<file path="src/rtl/vm_pkg.sv">
// rtl/vm_pkg.sv - shared types and constants for the vending machine front end
package vm_pkg;

  // 10 ms of steady input at 100 MHz before a button or switch change is accepted
  localparam int DEBOUNCE_DEFAULT = 1_000_000;

  // Per-button debounce state
  typedef enum logic [1:0] {
    IDLE,
    PRESS_WAIT,
    HELD,
    RELEASE_WAIT
  } btn_state_t;

  // b_in (4 bits) and sel (2 bits) are filtered as one word
  localparam int SW_W = 6;

endpackage

</file>
<file path="src/rtl/vm_button_debounce.sv">
// rtl/vm_button_debounce.sv - synchronizer, debounce FSM and press detect for one button
module vm_button_debounce
  import vm_pkg::*;
#(
  parameter int DEBOUNCE_CYCLES = DEBOUNCE_DEFAULT
) (
  input  logic clk,
  input  logic rst,
  input  logic i_raw,
  output logic o_fire
);

  localparam int CW = $clog2(DEBOUNCE_CYCLES + 1);
  localparam logic [CW-1:0] CNT_ONE  = CW'(1);
  localparam logic [CW-1:0] CNT_LAST = CW'(DEBOUNCE_CYCLES - 1);

  logic          r_s1;
  logic          r_s2;
  btn_state_t    r_state;
  logic [CW-1:0] r_cnt;

  // Two-flop synchronizer; everything downstream looks only at r_s2
  always_ff @(posedge clk or negedge rst) begin
    if (!rst) begin
      r_s1 <= 1'b0;
      r_s2 <= 1'b0;
    end else begin
      r_s1 <= i_raw;
      r_s2 <= r_s1;
    end
  end

  // Press/release debounce: a level must hold for DEBOUNCE_CYCLES samples to be accepted
  always_ff @(posedge clk or negedge rst) begin
    if (!rst) begin
      r_state <= IDLE;
      r_cnt   <= '0;
    end else begin
      case (r_state)
        IDLE: begin
          if (r_s2) begin
            r_state <= PRESS_WAIT;
            r_cnt   <= CNT_ONE;
          end
        end
        PRESS_WAIT: begin
          if (!r_s2) begin
            r_state <= IDLE;
            r_cnt   <= '0;
          end else if (r_cnt == CNT_LAST) begin
            r_state <= HELD;
            r_cnt   <= '0;
          end else begin
            r_cnt <= r_cnt + CNT_ONE;
          end
        end
        HELD: begin
          if (!r_s2) begin
            r_state <= RELEASE_WAIT;
            r_cnt   <= CNT_ONE;
          end
        end
        RELEASE_WAIT: begin
          if (r_s2) begin
            r_state <= HELD;
            r_cnt   <= '0;
          end else if (r_cnt == CNT_LAST) begin
            r_state <= IDLE;
            r_cnt   <= '0;
          end else begin
            r_cnt <= r_cnt + CNT_ONE;
          end
        end
        default: begin
          r_state <= IDLE;
          r_cnt   <= '0;
        end
      endcase
    end
  end

  // High in the cycle whose closing edge moves PRESS_WAIT to HELD; the top registers it
  assign o_fire = (r_state == PRESS_WAIT) && r_s2 && (r_cnt == CNT_LAST);

endmodule

</file>
<file path="src/rtl/vm_input_conditioner.sv">
// rtl/vm_input_conditioner.sv - button press pulses and filtered switches for the main controller
module vm_input_conditioner
  import vm_pkg::*;
#(
  parameter int DEBOUNCE_CYCLES = DEBOUNCE_DEFAULT
) (
  input  logic       clk,
  input  logic       rst,
  input  logic       buy_raw,
  input  logic       load_raw,
  input  logic [3:0] b_in_raw,
  input  logic [1:0] sel_raw,
  output logic       buy_p,
  output logic       load_p,
  output logic [3:0] b_in_q,
  output logic [1:0] sel_q
);

  localparam int CW = $clog2(DEBOUNCE_CYCLES + 1);
  localparam logic [CW-1:0] CNT_ONE = CW'(1);
  // The candidate is first seen on the edge that restarts the counter, so the
  // DEBOUNCE_CYCLES-th consecutive observation happens with the counter at D-2
  localparam logic [CW-1:0] SW_LAST = CW'(DEBOUNCE_CYCLES - 2);

  logic            w_buy_fire;
  logic            w_load_fire;
  logic            r_buy_p;
  logic            r_load_p;
  logic [SW_W-1:0] r_sw_s1;
  logic [SW_W-1:0] r_sw_s2;
  logic [SW_W-1:0] r_sw_cand;
  logic [SW_W-1:0] r_sw_q;
  logic [CW-1:0]   r_sw_cnt;

  vm_button_debounce #(
    .DEBOUNCE_CYCLES(DEBOUNCE_CYCLES)
  ) u_buy (
    .clk   (clk),
    .rst   (rst),
    .i_raw (buy_raw),
    .o_fire(w_buy_fire)
  );

  vm_button_debounce #(
    .DEBOUNCE_CYCLES(DEBOUNCE_CYCLES)
  ) u_load (
    .clk   (clk),
    .rst   (rst),
    .i_raw (load_raw),
    .o_fire(w_load_fire)
  );

  // Registered pulses; load wins a same-cycle tie and the buy press is simply dropped
  always_ff @(posedge clk or negedge rst) begin
    if (!rst) begin
      r_buy_p  <= 1'b0;
      r_load_p <= 1'b0;
    end else begin
      r_load_p <= w_load_fire;
      r_buy_p  <= w_buy_fire & ~w_load_fire;
    end
  end

  // Switch word synchronizer
  always_ff @(posedge clk or negedge rst) begin
    if (!rst) begin
      r_sw_s1 <= '0;
      r_sw_s2 <= '0;
    end else begin
      r_sw_s1 <= {b_in_raw, sel_raw};
      r_sw_s2 <= r_sw_s1;
    end
  end

  // Stability filter: any change restarts the count, a steady differing word is adopted
  always_ff @(posedge clk or negedge rst) begin
    if (!rst) begin
      r_sw_cand <= '0;
      r_sw_q    <= '0;
      r_sw_cnt  <= '0;
    end else begin
      if (r_sw_s2 != r_sw_cand) begin
        r_sw_cand <= r_sw_s2;
        r_sw_cnt  <= '0;
      end else if (r_sw_cand != r_sw_q) begin
        if (r_sw_cnt == SW_LAST) begin
          r_sw_q   <= r_sw_cand;
          r_sw_cnt <= '0;
        end else begin
          r_sw_cnt <= r_sw_cnt + CNT_ONE;
        end
      end else begin
        r_sw_cnt <= '0;
      end
    end
  end

  assign buy_p  = r_buy_p;
  assign load_p = r_load_p;
  assign b_in_q = r_sw_q[5:2];
  assign sel_q  = r_sw_q[1:0];

endmodule

</file>
<file path="config.mk">
export PLATFORM = sky130hd
export DESIGN_NAME = vm_input_conditioner
export DESIGN_NICKNAME = d
export VERILOG_FILES = /design/src/rtl/vm_pkg.sv /design/src/rtl/vm_button_debounce.sv /design/src/rtl/vm_input_conditioner.sv
export SDC_FILE = /design/constraint.sdc
export NUM_CORES = 1
export LEC_CHECK = 0
export BUFFER_PORTS_ARGS = -buffer_cell sky130_fd_sc_hd__buf_2
export CORE_MARGIN = 4
export CORE_UTILIZATION = 35
export DETAILED_ROUTE_END_ITERATION = 16
export HOLD_SLACK_MARGIN = 0.15
export PLACE_DENSITY = 0.5
export SYNTH_ARGS = -nofsm -noshare
export SYNTH_HDL_FRONTEND = slang
export SYNTH_SLANG_ARGS = --single-unit
</file>
<file path="constraint.sdc">
create_clock -name clk -period 3.6 [get_ports clk]
set_input_delay 0.9 -clock clk [delete_from_list [all_inputs] [get_ports clk]]
set_output_delay 0.9 -clock clk [all_outputs]
set_load 0.005 [all_outputs]
</file>
**Word level (Yosys, flattened, before mapping)**

Cells that the tools add are included.
W data, S select, Z words.

- Register bits after elaboration: 94
- Bits of input ports: 10
- Output and inout bits: 8
- Logic and storage cells: 80

- $add $sub $neg: 3
- Equality and inequality tests: 19
- Multiplexer cells: 29
- Bitwise gates (word level): 3
- Reductions and logical operators: 11

Operator list:

| cell | count |
|---|---|
| $mux W20 | 13 |
| $pmux W20 S4 | 2 |
| $add A20 B1 Y20 const B | 3 |
| $eq A20 B20 Y1 const B | 3 |
| $mux W2 | 12 |
| $pmux W2 S4 | 2 |
| $ne A6 B6 Y1 | 2 |
| $eq A2 B2 Y1 const B | 4 |
| $reduce_and A4 Y1 | 2 |
| $ne A3 B1 Y1 const B | 2 |
| $ne A3 B3 Y1 const B | 2 |
| $eq A2 B1 Y1 const B | 2 |
| $logic_and A1 B1 Y1 | 4 |
| $logic_not A2 Y1 | 2 |
| $ne A2 B1 Y1 const B | 2 |
| $ne A2 B2 Y1 const B | 2 |
| $reduce_and A2 Y1 | 2 |
| $reduce_and A3 Y1 | 1 |
| $not A1 Y1 | 2 |
| $and A1 B1 Y1 | 1 |

**Longest topological paths before layout**

Gate-level depths: netlist of run 1.

- Word-level depth: 5
- Gate-level depth with buffers: 8
- Gate-level depth less buffers: 7

**Modules after synthesis**

A second synthesis of run 1 with hierarchy kept.

- Cell total of the unflattened synthesis: 428
- Area total of the unflattened synthesis: 4,478.0 um^2

Modules (own cells, without submodules):

| module | times used | cells each | area an instance (um^2) |
|---|---|---|---|
| vm_button_debounce | 2 | 135 | 1,301.2 |
| vm_input_conditioner | 1 | 158 | 1,875.5 |

**Least setup slack after synthesis of run 1**

No wires, ideal clock.

- Kind: register to register
- Start: register u_buy.r_cnt[0]
- End: register u_buy.r_cnt[13]
- Setup time: 0.129 ns
- Arrival: 1.753 ns
- Path slack: 1.718 ns
- Stages on the path, launching flop included: 9
- Buffers on the path: 2
- Clock period less this slack: 1.882 ns
- Cells stage by stage: dfrtp_1 -> ha_1 -> nand3_1 -> nor4_2 -> a21oi_1 -> buf_2 -> buf_6 -> a21oi_1 -> o22ai_1

- Longest elaborated chain between the ends: 4
- Elaborated cells between the ends (all ways): 6
- Classes of those cells: add/sub (1); eq/ne (1); mux (4)

RTL lines:

| what | RTL line | RTL |
|---|---|---|
| from (decl) | vm_button_debounce.sv:20 | `logic [CW-1:0] r_cnt;` |
| from (signal assigned) | vm_button_debounce.sv:54 | `r_cnt <= r_cnt + CNT_ONE;` |
| from (signal assigned) | vm_button_debounce.sv:71 | `r_cnt <= r_cnt + CNT_ONE;` |
| $add A20 B1 Y20 / $eq A20 B20 Y1 (equally long branches) | - |  |
| $mux W20 (*) | vm_button_debounce.sv:50, vm_button_debounce.sv:67 |  |
| $mux W20, on equally long branches | vm_button_debounce.sv:64, vm_button_debounce.sv:47 |  |
| $pmux W20 S4 (*) | vm_button_debounce.sv:39 | `case (r_state)` |

Every way passes the cells marked *; elsewhere a longest branch is shown, timed or not.
A chain may end at the register's enable or synchronous reset.

**Worst setup path after layout of run 1**

- Start: register u_load.r_cnt[0]
- End: register u_load.r_cnt[17]

- Longest elaborated chain between the ends: 4
- Elaborated cells between the ends (all ways): 6
- Classes of those cells: add/sub (1); eq/ne (1); mux (4)

RTL lines:

| what | RTL line |
|---|---|
| from (decl) | vm_button_debounce.sv:20 |
| from (signal assigned) | vm_button_debounce.sv:54 |
| from (signal assigned) | vm_button_debounce.sv:71 |
| $add A20 B1 Y20 / $eq A20 B20 Y1 (equally long branches) | - |
| $mux W20 (*) | vm_button_debounce.sv:50, vm_button_debounce.sv:67 |
| $mux W20, on equally long branches | vm_button_debounce.sv:64, vm_button_debounce.sv:47 |
| $pmux W20 S4 (*) | vm_button_debounce.sv:39 |

Marked as above.

==> results of run 1 <==
stage by stage:
stage	setup WS (ns)	utilization (%)
2_1_floorplan	1.72	-
3_3_place_gp	1.35	37.6
3_5_place_dp	1.33	37.6
4_1_cts	1.31	40.0
5_1_grt	1.12	40.0
6_report	1.30	40.0
cell families (layout without fill, tap and decap cells):
group / Yosys count / count (layout) / synth area share [%]
fa+ha+maj: 4 / 4 / 1.11
mux: 11 / 11 / 2.75
compound gates: 87 / 87 / 12.7
flops: 94 / 94 / 52.3
xor+xnor: 35 / 35 / 6.82
simple gates: 166 / 166 / 21.1
buf+inv: 32 / 50 / 3.17
registers in the layout, summed over array words and instances (netlist names), 6 cells and up, named ones only:
name          count
r_sw_cand         6
r_sw_cnt         20
r_sw_q            6
r_sw_s1           6
r_sw_s2           6
u_buy.r_cnt      20
u_load.r_cnt     20
worst max-delay path, delay by kind of cell, from the launching register on:
kind | cells | cell delay (ns)
flops | 1 | 0.41
fa+ha+maj | 1 | 0.31
simple gates | 2 | 0.55
buf+inv | 1 | 0.28
compound gates | 3 | 0.63
layout by cell type, fill, tap and decap left out, drive strengths merged, types with 9 or more instances in the layout:
master / count
dfrtp: 94
inv: 18
nor2: 37
buf: 21
xnor2: 18
xor2: 17
nand3: 29
nor4: 12
clkbuf: 9
a21oi: 19
nand2: 39
a31oi: 23
nand4: 9
o21ai: 15
final cells by class:
cell class	instances	area share, %
sequential	94	46.6
inverter	13	0.966
multi-input combinational	303	39.7
tap	172	4.26
timing repair buffer	21	2.33
clock buffer	9	4.46
clock inverter	7	1.71
power by group:
group / switching, uW / internal [uW]
clock: 434 / 557
combinational: 135 / 73.7
sequential: 38.7 / 1090
synth_stat cells, types with 3 or more instances:
library cell / instances
a41oi_1: 5
a31oi_1: 23
o21ai_1: 4
mux2i_1: 3
nor4_1: 6
xor2_1: 17
nor2_1: 37
o21a_1: 3
a21o_1: 4
dfrtp_1: 94
and3_1: 4
nand4_1: 7
o21ai_0: 11
or4_1: 3
nand2_1: 38
clkbuf_1: 9
nor3_1: 4
a21oi_1: 18
nor4_4: 4
nand2b_1: 7
buf_2: 6
inv_1: 13
nand3_1: 29
xnor2_1: 18
mux2_2: 7
and4_1: 4
ha_1: 4
a22o_1: 8
layer usage:
layer | global-route usage (%) | part of all wire [%] | vias to the layer above | wire length, um
li1 | - | - | 1564 | -
met1 | 16.6 | 50 | 1523 | 4150
met2 | 19.1 | 45 | 46 | 3790
met3 | 3.12 | 3.0 | 10 | 251
met4 | 4.83 | 1.7 | 0 | 142
met5 | 0 | 0 | - | 0
worst paths after layout:
path,from,end,slack [ns],cells past startpoint
worst max-delay path,u_load.r_cnt[0]$_DFFE_PN0P_,u_load.r_cnt[17]$_DFFE_PN0P_,1.30,7
worst min-delay path,r_sw_s1[1]$_DFF_PN0_,r_sw_s2[1]$_DFF_PN0_,0.35,0
worst max register to register,u_load.r_cnt[0]$_DFFE_PN0P_,u_load.r_cnt[17]$_DFFE_PN0P_,1.30,7
worst min register to register,r_sw_s1[1]$_DFF_PN0_,r_sw_s2[1]$_DFF_PN0_,0.35,0
max in group asynchronous,rst,async pin,2.28,2
min in group asynchronous,rst,r_sw_q[3]$_DFFE_PN0P_,0.56,1
==> impl_summary.txt, run 1 <==
----------------------------------------------------
[Cells and area]
  Area used by multi-input combinational logic ... 2010 um^2
  Fraction of final layout cells with drive strength greater than 1 ... 15.0%
  Post-route design area ... 5050 um^2
  FF/Latch Area ... 2350 um^2
  Non-filler cells in the finished layout ... 619
  Number of nets in the final layout ... around 460
  Layout Area Growth over Synthesis ... 12.3%
  Diode insertion count for antenna repair ... 0
  Fillers ... 1,264

[Pwr]
  Leakage power summed over all cells ... 0.00214 uW
  PwrDens ... 462 nW/um^2
  Highest ir drop seen on vdd ... 0.000259 V
  Overall power ... about 2300 uW

[Clock tree]
  Buffers inserted during post-CTS setup optimization ... 0
  Clock transition at the registers of the reported paths ... 0.07 ns
  Clock insertion delay at the later pin of the skew report ... 0.34 ns
  Clock Path Buffers ... 2
  CTS Hold Buffers Added ... 0
  Number of sinks driven by the clock tree ... 94
  Depth of the CTS H-tree ... 3
  Number of clock buffers inserted by TritonCTS ... 9
  Resized Gates After CTS ... 0
  CTS root buffer ... clkbuf_16
  CTS tree ... built

[Placement]
  Total placed instance area ... 4740 um^2
  Placed cell count ... 603
  Number of buffers inserted by port buffering ... 17
  Post-DP HPWL ... 5650 um
  GP Congestion ... slightly below 0.8

[Floorplan]
  Core footprint ... 12,600 um^2
  Die width ... ~120 um
  Starting density of the core ... 35.6%
  Die Y-Extent ... 121 um
  Floorplan die area ... between 10,000 and 15,000 um^2
  Number of rows in the core area ... approximately 40
  I/O pins ... 18

[Synth]
  Syn Inst Count ... 429
  Synthesized area per cell ... approximately 10 um^2
  Number of enable-type register cells in the synthesized netlist ... 0
  Sequential fraction of the synthesis area ... 52.3%
  Count of distinct cell types in the synthesized netlist ... 57
  Synthesized netlist net count ... between 400 and 500
  Dominant cells by area after synthesis ... dfrtp_1 (52%), xnor2_1 (3.5%), xor2_1 (3.3%), nand3_1 (3.2%), a31oi_1 (3.2%)
  Synthesized flop and latch total ... between 90 and 100
  Cell taking the most area after synthesis ... dfrtp_1
  Most used DFF post-synth ... dfrtp_1
  Area share of the leading cell type in the synthesized netlist ... 52.3%
  Fraction of registers with async set/reset ... 100%
  Yosys synthesis warning count ... 0
  Cell area after technology mapping ... 4500 um^2

[Global routing]
  Global-route wire length before repair ... 14,800 um
  Global route total overflow ... 0
  Largest net degree at the start of global routing ... 49
  Via count of the first global-routing pass ... 3,050
  Gr usage total ... 12.4%
  Number of antenna violations at the first check in global routing ... 0

[Routing]
  Initial detailed-routing violation count ... 204
  Final wirelength ... 8330 um
  Length of the first detailed-routing pass in iterations ... 4
  Average routed wire per standard cell ... 13.5 um
  Via total after detailed routing ... ~3,100
  Final ANT Viol Nets ... 0
  Via density ... ~5.1
  Total DRC errors in the routed layout ... 0

[STA]
  Slew at the pin closest to its max-slew limit ... 0.748 ns
  Final number of max-transition violations ... 0
  Final Skew ... 0.00844 ns
  Count of final setup violators ... 0
  Max Fclk ... 434 MHz
  Unrepaired setup endpoints after global routing ... false
  Final number of hold-violating endpoints ... 0
  TNS Setup ... 0 ns
  Relative slew slack ... 50.0%
  Fraction of the cycle the final worst path needs ... 64.0%
  Time the final worst path needs with I/O delays and setup ... roughly 2.3 ns
  Worst-case hold slack ... 0.351 ns

[Critical path]
  Critical path launch point type ... flip-flop
  Largest stage delay on the critical path ... between 0.4 and 0.5 ns
  CP max-delay cell ... dfrtp_1
  Sequence of cells on the critical path ... ha_1, nand2_1, nor4_4, a21oi_2, buf_4, a21o_1, a22o_1
  Critical path required time ... roughly 3.8 ns
  Maximum fanout along the worst path ... 17
  Crit path DAT ... 2.54 ns
  Setup Crit Path Kind ... flip-flop to flip-flop
  Critical path capture point type ... flip-flop

[Status]
  Status ... completed

[Run]
  Count of maximum capacitance violations ... 0

[Hold path]
  Hold WC Path Type ... flip-flop to flip-flop

----------------------------------------------------
No activity file was read; power rests on OpenSTA's default activity.
==> run 2, diff against run 1 <==
--- a/config.mk
+++ b/config.mk
@@ -10,7 +10,7 @@
 export CORE_UTILIZATION = 35
 export DETAILED_ROUTE_END_ITERATION = 16
 export HOLD_SLACK_MARGIN = 0.15
-export PLACE_DENSITY = 0.5
+export PLACE_DENSITY = 0.52
 export SYNTH_ARGS = -nofsm -noshare
 export SYNTH_HDL_FRONTEND = slang
 export SYNTH_SLANG_ARGS = --single-unit
==> constraint.sdc (replaced) <==
create_clock -name clk -period 1.92 [get_ports clk]
set_input_delay 0.48 -clock clk [delete_from_list [all_inputs] [get_ports clk]]
set_output_delay 0.48 -clock clk [all_outputs]
set_load 0.005 [all_outputs]
==> run 2 against run 1 <==
- the flow now finishes with violations (setup timing)
- maximum frequency rose by 15%
- routed wire length rose by 12%
- sequential power rose by 88%
- utilization rose by 3.8 points
- via count rose by 8.0%
- clock power rose by 80%
- critical path depth fell by 1
- largest power group unchanged
==> impl_summary.txt, run 2 (same netlist as run 1, synthesis figures left out) <==
----------------------------------------------------
[Run]
  Count of maximum capacitance violations ... 0

[Routing]
  Length of the first detailed-routing pass in iterations ... 4
  Average routed wire per standard cell ... 13.9 um
  Top routing layer in use ... met4
  Final ANT Viol Nets ... 0
  Via total after detailed routing ... 3,396
  Routed length on met2 ... 4390 um
  Met3 WL post-DR ... 317 um
  Final wirelength ... 9340 um
  Initial detailed-routing violation count ... 203
  Total DRC errors in the routed layout ... 0
  Via density ... 5.07
  Wire length on met1 ... 4490 um

[Global routing]
  Global route total overflow ... 0
  Largest net degree at the start of global routing ... 28
  Via count of the first global-routing pass ... 3,408
  Gr usage total ... about 14%
  Global-route wire length before repair ... 16,200 um
  Number of antenna violations at the first check in global routing ... 0

[Pwr]
  Leakage power summed over all cells ... 0.00245 uW
  PwrDens ... 795 nW/um^2
  Highest ir drop seen on vdd ... approximately 0.0006 V

[Cells and area]
  Non-filler cells in the finished layout ... 670
  Most frequent standard cell in the layout excluding fill and tap cells ... dfrtp_1
  Largest registers in the final layout ... r_sw_cnt: 20 flops, u_buy.r_cnt: 20 flops, u_load.r_cnt: 20 flops
  Fillers ... 1,220
  Most frequent cells in the layout ... dfrtp_1 (94), buf_4 (52), nor2_1 (37), nand2_1 (37), nand3_1 (28)
  Diode insertion count for antenna repair ... 0
  Fraction of final layout cells with drive strength greater than 1 ... around a quarter
  Number of nets in the final layout ... 507
  Layout Area Growth over Synthesis ... 23.0%
  Utilization after layout ... 43.8%

[STA]
  Smallest setup slack after layout ... -0.0856 ns
  Final number of max-transition violations ... 0
  Final number of hold-violating endpoints ... 0
  Final Skew ... between 0.004 and 0.005 ns
  Time the final worst path needs with I/O delays and setup ... 2.01 ns
  Slew at the pin closest to its max-slew limit ... ~0.6 ns
  TNS Setup ... -0.164 ns
  Max Fclk ... 499 MHz
  Relative slew slack ... about three fifths
  Count of final setup violators ... 2
  Unrepaired setup endpoints after global routing ... true
  Fraction of the cycle the final worst path needs ... 104%

[Critical path]
  Maximum fanout along the worst path ... 4
  Number of buffer and inverter instances along the worst setup path ... 1
  Crit path DAT ... 2.24 ns
  Setup Crit Path Kind ... flip-flop to flip-flop
  Critical path required time ... 2.15 ns
  CP max-delay cell ... or4_4
  Top Family by Delay on Critical Path ... simple AND/OR/NAND/NOR gates
  Largest stage delay on the critical path ... 0.54 ns
  Critical path capture point type ... flip-flop
  Critical path launch point type ... flip-flop
  Sequence of cells on the critical path ... or4_4, nor4_4, buf_4, and2_4, nand2_4, mux2_4

[Clock tree]
  Number of sinks driven by the clock tree ... 94
  CTS tree ... built
  Clock insertion delay at the later pin of the skew report ... 0.35 ns
  Clock Path Buffers ... 2
  CTS root buffer ... clkbuf_16
  Clock transition at the registers of the reported paths ... 0.07 ns
  Depth of the CTS H-tree ... 3
  Number of clock buffers inserted by TritonCTS ... 9

[Floorplan]
  Starting density of the core ... 35.6%
  I/O pins ... 18
  Floorplan die area ... 14,700 um^2
  Die width ... 121 um
  Number of rows in the core area ... 41
  Core footprint ... 12,600 um^2
  Die Y-Extent ... 121 um

[Placement]
  Number of buffers inserted by port buffering ... 17
  Placed cell count ... around 650
  GP Congestion ... 0.818
  Post-DP HPWL ... 6490 um

[Status]
  Violations in the final reports ... setup timing
  Status ... finished, violations left

[Hold path]
  Hold WC Path Type ... primary input to flip-flop

----------------------------------------------------
-- run 2: cell count changes in the layout (fill, tap and decap cells not counted), sizes merged --
cell	delta
buf	+50
clkinv	+2
clkinvlp	+1
inv	-2
dlygate4sd3	+1
bufinv	-1
-- run 2: final timing paths --
path,start,endpoint,slack [ns],cells after the start
worst max register to register,u_load.r_cnt[7]$_DFFE_PN0P_,flip-flop,-0.09,6
worst min register to register,u_buy.r_s1$_DFF_PN0_,u_buy.r_s2$_DFF_PN0_,0.35,0
worst min-delay path,b_in_raw[0],r_sw_s1[2]$_DFF_PN0_,0.23,1
max in group asynchronous,rst,u_buy.r_cnt[10]$_DFFE_PN0P_,0.90,3
min in group asynchronous,rst,r_sw_q[5]$_DFFE_PN0P_,0.54,2
worst max-delay path,u_load.r_cnt[7]$_DFFE_PN0P_,flip-flop,-0.09,6
-- run 2: per-stage QoR --
step	power (uW)	cell area, um^2	setup WS (ns)	hold slack (ns)
after detailed placement	2640	5110	-0.135	0.335
final	4400	5530	-0.0856	0.229
after CTS	4460	5430	-0.0903	0.207
after global placement	2630	5110	-0.0679	0.331
after floorplan	2450	4500	0.0383	0.184
after global routing	4640	5530	-0.143	0.208
-- run 2: per-layer routing --
| metal | vias up | track usage (%) |
|---|---|---|
| met3 | 11 | 3.68 |
| met2 | 47 | 21.5 |
| met5 | - | 0 |
| met4 | 0 | 5.67 |
| met1 | 1668 | 18.0 |
| li1 | 1670 | - |
-- run 2: area by class of cell --
class	instances	area, um^2	share of cell area (%)
flip-flops and latches	94	2350	42.5
well taps	172	215	3.89
inverters	13	48.8	0.882
repair buffers	72	541	9.77
clock buffers	9	225	4.07
clock inverters	7	77.6	1.40
multi-input cells	303	2070	37.5
-- run 2: timing repair --
action / CTS / global route
setup buffers: 0 / 6
pin swaps: 0 / 2
gates resized for setup: 2 / 11
hold endpoints to repair: 13 / 0
hold buffers: 1 / 0
endpoints found under the setup margin: 23 / 55
-- run 2: report_power, final --
group	total [uW]	internal, uW	switching [uW]
combinational	506	216	291
clock	1780	921	854
sequential	2120	2050	64.7
==> run 3, diff against run 2 <==
--- a/config.mk
+++ b/config.mk
@@ -10,7 +10,7 @@
 export CORE_UTILIZATION = 35
 export DETAILED_ROUTE_END_ITERATION = 16
 export HOLD_SLACK_MARGIN = 0.15
-export PLACE_DENSITY = 0.52
+export SKIP_CTS_REPAIR_TIMING = 1
 export SYNTH_ARGS = -nofsm -noshare
 export SYNTH_HDL_FRONTEND = slang
 export SYNTH_SLANG_ARGS = --single-unit
==> constraint.sdc (replaced) <==
create_clock -name clk -period 2.2 [get_ports clk]
set_input_delay 0.55 -clock clk [delete_from_list [all_inputs] [get_ports clk]]
set_output_delay 0.55 -clock clk [all_outputs]
set_load 0.005 [all_outputs]
==> run 3 against run 2 <==
- non-clock buffer count down 29
- sequential share of layout area up 2.5 points
- routed wire length down 8.6%
- maximum frequency down 0.59%
- via count down 3.7%
- utilization down 2.5 points
- clock-buffer cell count unchanged
- clock skew up 0.00070 ns
- the run now ends clean
- global-route usage down 0.95 points
==> impl_summary.txt, run 3 (same netlist as run 1, synthesis figures left out) <==
----------------------------------------------------
[Pwr]
  Clock Power Share ... roughly two fifths
  Net switching power of the design ... ~1000 uW
  Net Sw Frac ... 27.0%
  Leakage power summed over all cells ... between 0.002 and 0.0025 uW
  Highest ir drop seen on vdd ... 0.000497 V
  PwrDens ... 716 nW/um^2
  Register share of total power ... 49.5%
  Comb pwr share ... around a tenth
  Design internal power ... between 2000 and 3000 uW

[STA]
  Time the final worst path needs with I/O delays and setup ... 2.02 ns
  Slew at the pin closest to its max-slew limit ... 0.585 ns
  Unrepaired setup endpoints after global routing ... false
  Final number of hold-violating endpoints ... 0
  Fraction of the cycle the final worst path needs ... 91.7%
  Final number of max-transition violations ... 0
  Max Fclk ... 496 MHz
  TNS Setup ... 0 ns
  Count of final setup violators ... 0
  Final Skew ... 0.00569 ns
  Relative slew slack ... 60.9%

[Critical path]
  Maximum fanout along the worst path ... 5
  Critical path launch point type ... flip-flop
  Sequence of cells on the critical path ... or4_4, nor4_4, buf_4, and2_4, nand2_4, mux2_4
  Crit path DAT ... 2.25 ns
  Largest stage delay on the critical path ... 0.54 ns
  Critical path required time ... 2.44 ns
  Setup Crit Path Kind ... flip-flop to flip-flop
  Critical path capture point type ... flip-flop
  CP max-delay cell ... or4_4

[Clock tree]
  CTS root buffer ... clkbuf_16
  Number of clock buffers inserted by TritonCTS ... 9
  CTS tree ... built
  Clock Path Buffers ... 2
  Clock transition at the registers of the reported paths ... 0.07 ns
  Depth of the CTS H-tree ... 3
  Clock insertion delay at the later pin of the skew report ... about 0.35 ns
  Number of sinks driven by the clock tree ... 94

[Cells and area]
  Largest registers in the final layout ... r_sw_cnt: 20 flops, u_buy.r_cnt: 20 flops, u_load.r_cnt: 20 flops
  Most frequent cells in the layout ... dfrtp_1 (94), nand2_1 (38), nor2_1 (37)
  Number of nets in the final layout ... between 400 and 500
  Fraction of final layout cells with drive strength greater than 1 ... a little under a fifth
  Utilization after layout ... slightly above 40%
  Most frequent standard cell in the layout excluding fill and tap cells ... dfrtp_1
  Diode insertion count for antenna repair ... 0
  Layout Area Growth over Synthesis ... 16.1%

[Routing]
  Final ANT Viol Nets ... 0
  Via density ... 5.10
  Average routed wire per standard cell ... approximately 13 um
  Length of the first detailed-routing pass in iterations ... 4
  Via total after detailed routing ... around 3,300
  Initial detailed-routing violation count ... roughly 160
  Total DRC errors in the routed layout ... 0
  Final wirelength ... approximately 8500 um

[Global routing]
  Global-route wire length before repair ... 15,300 um
  Via count of the first global-routing pass ... 3,309
  Gr usage total ... 12.8%
  Global route total overflow ... 0
  Largest net degree at the start of global routing ... 40
  Number of antenna violations at the first check in global routing ... 0

[Floorplan]
  Core footprint ... 12,600 um^2
  Die width ... 121 um
  Starting density of the core ... 35.6%
  Number of rows in the core area ... 41
  Floorplan die area ... between 10,000 and 15,000 um^2
  I/O pins ... 18
  Die Y-Extent ... approximately 120 um

[Status]
  Status ... completed

[Hold path]
  Hold WC Path Type ... primary input to async pin

[Run]
  Count of maximum capacitance violations ... 0

[Placement]
  GP Congestion ... between 0.7 and 0.8
  Post-DP HPWL ... 5930 um
  Number of buffers inserted by port buffering ... 17

----------------------------------------------------
==> run 3: cell count changes in the layout (fill, tap and decap cells not counted), sizes merged <==
| cell | delta |
|---|---|
| buf | -28 |
| dlygate4sd3 | -1 |
==> run 3: path summary, 6_finish.rpt <==
| path | startpoint | to | slack [ns] | cells after the start |
|---|---|---|---|---|
| worst max-delay path | u_load.r_cnt[7]$_DFFE_PN0P_ | flip-flop | 0.18 | 6 |
| worst min-delay path | rst | r_sw_s1[1]$_DFF_PN0_ | 0.17 | 1 |
| worst max register to register | u_load.r_cnt[7]$_DFFE_PN0P_ | flip-flop | 0.18 | 6 |
| worst min register to register | u_buy.r_s1$_DFF_PN0_ | u_buy.r_s2$_DFF_PN0_ | 0.35 | 0 |
| max in group asynchronous | rst | u_load.r_cnt[10]$_DFFE_PN0P_ | 1.47 | 2 |
| min in group clk | sel_raw[1] | r_sw_s1[1]$_DFF_PN0_ | 0.30 | 1 |
==> run 3: metrics by stage <==
stage               hold slack, ns  power [uW]  std cells  setup WS (ns)  instance area, um^2
global placement             0.333        2250        625          0.132                 4920
finish                       0.169        3740        641          0.183                 5220
detailed placement           0.335        2260        625         0.0345                 4920
CTS                          0.175        3800        641        0.00832                 5210
floorplan                    0.254        2140        429          0.318                 4500
global route                 0.208        3920        641         0.0176                 5220
==> run 3: area by class of cell <==
type / count / area (um^2)
clock buffer: 9 / 225
clock inverter: 7 / 66.3
fill: 1255 / 7400
inverter: 13 / 48.8
multi-input combinational: 303 / 2020
sequential: 94 / 2350
tap: 172 / 215
timing repair buffer: 43 / 295
==> run 3: power groups by stage <==
stage / clock network [uW] / logic (uW) / registers (uW)
final: 1510 / 375 / 1850
after global routing: 1630 / 434 / 1860
after CTS: 1570 / 381 / 1850
after detailed placement: 0 / 379 / 1880
after global placement: 0 / 371 / 1880
after floorplan: 0 / 268 / 1870
==> run 3: worst max-delay path, delay by kind of cell (launching register included) <==
family	cells	cell delay (ns)
AND/OR/NAND/NOR	4	0.99
buffers and inverters	1	0.19
multiplexers	1	0.30
flip-flops	1	0.44
==> run 3: layer usage <==
| metal | global-route usage [%] | wire length, um |
|---|---|---|
| met1 | 16.1 | 4070 |
| met2 | 21.0 | 4030 |
| met3 | 3.82 | 300 |
| met4 | 4.41 | 133 |
| met5 | 0 | 0 |
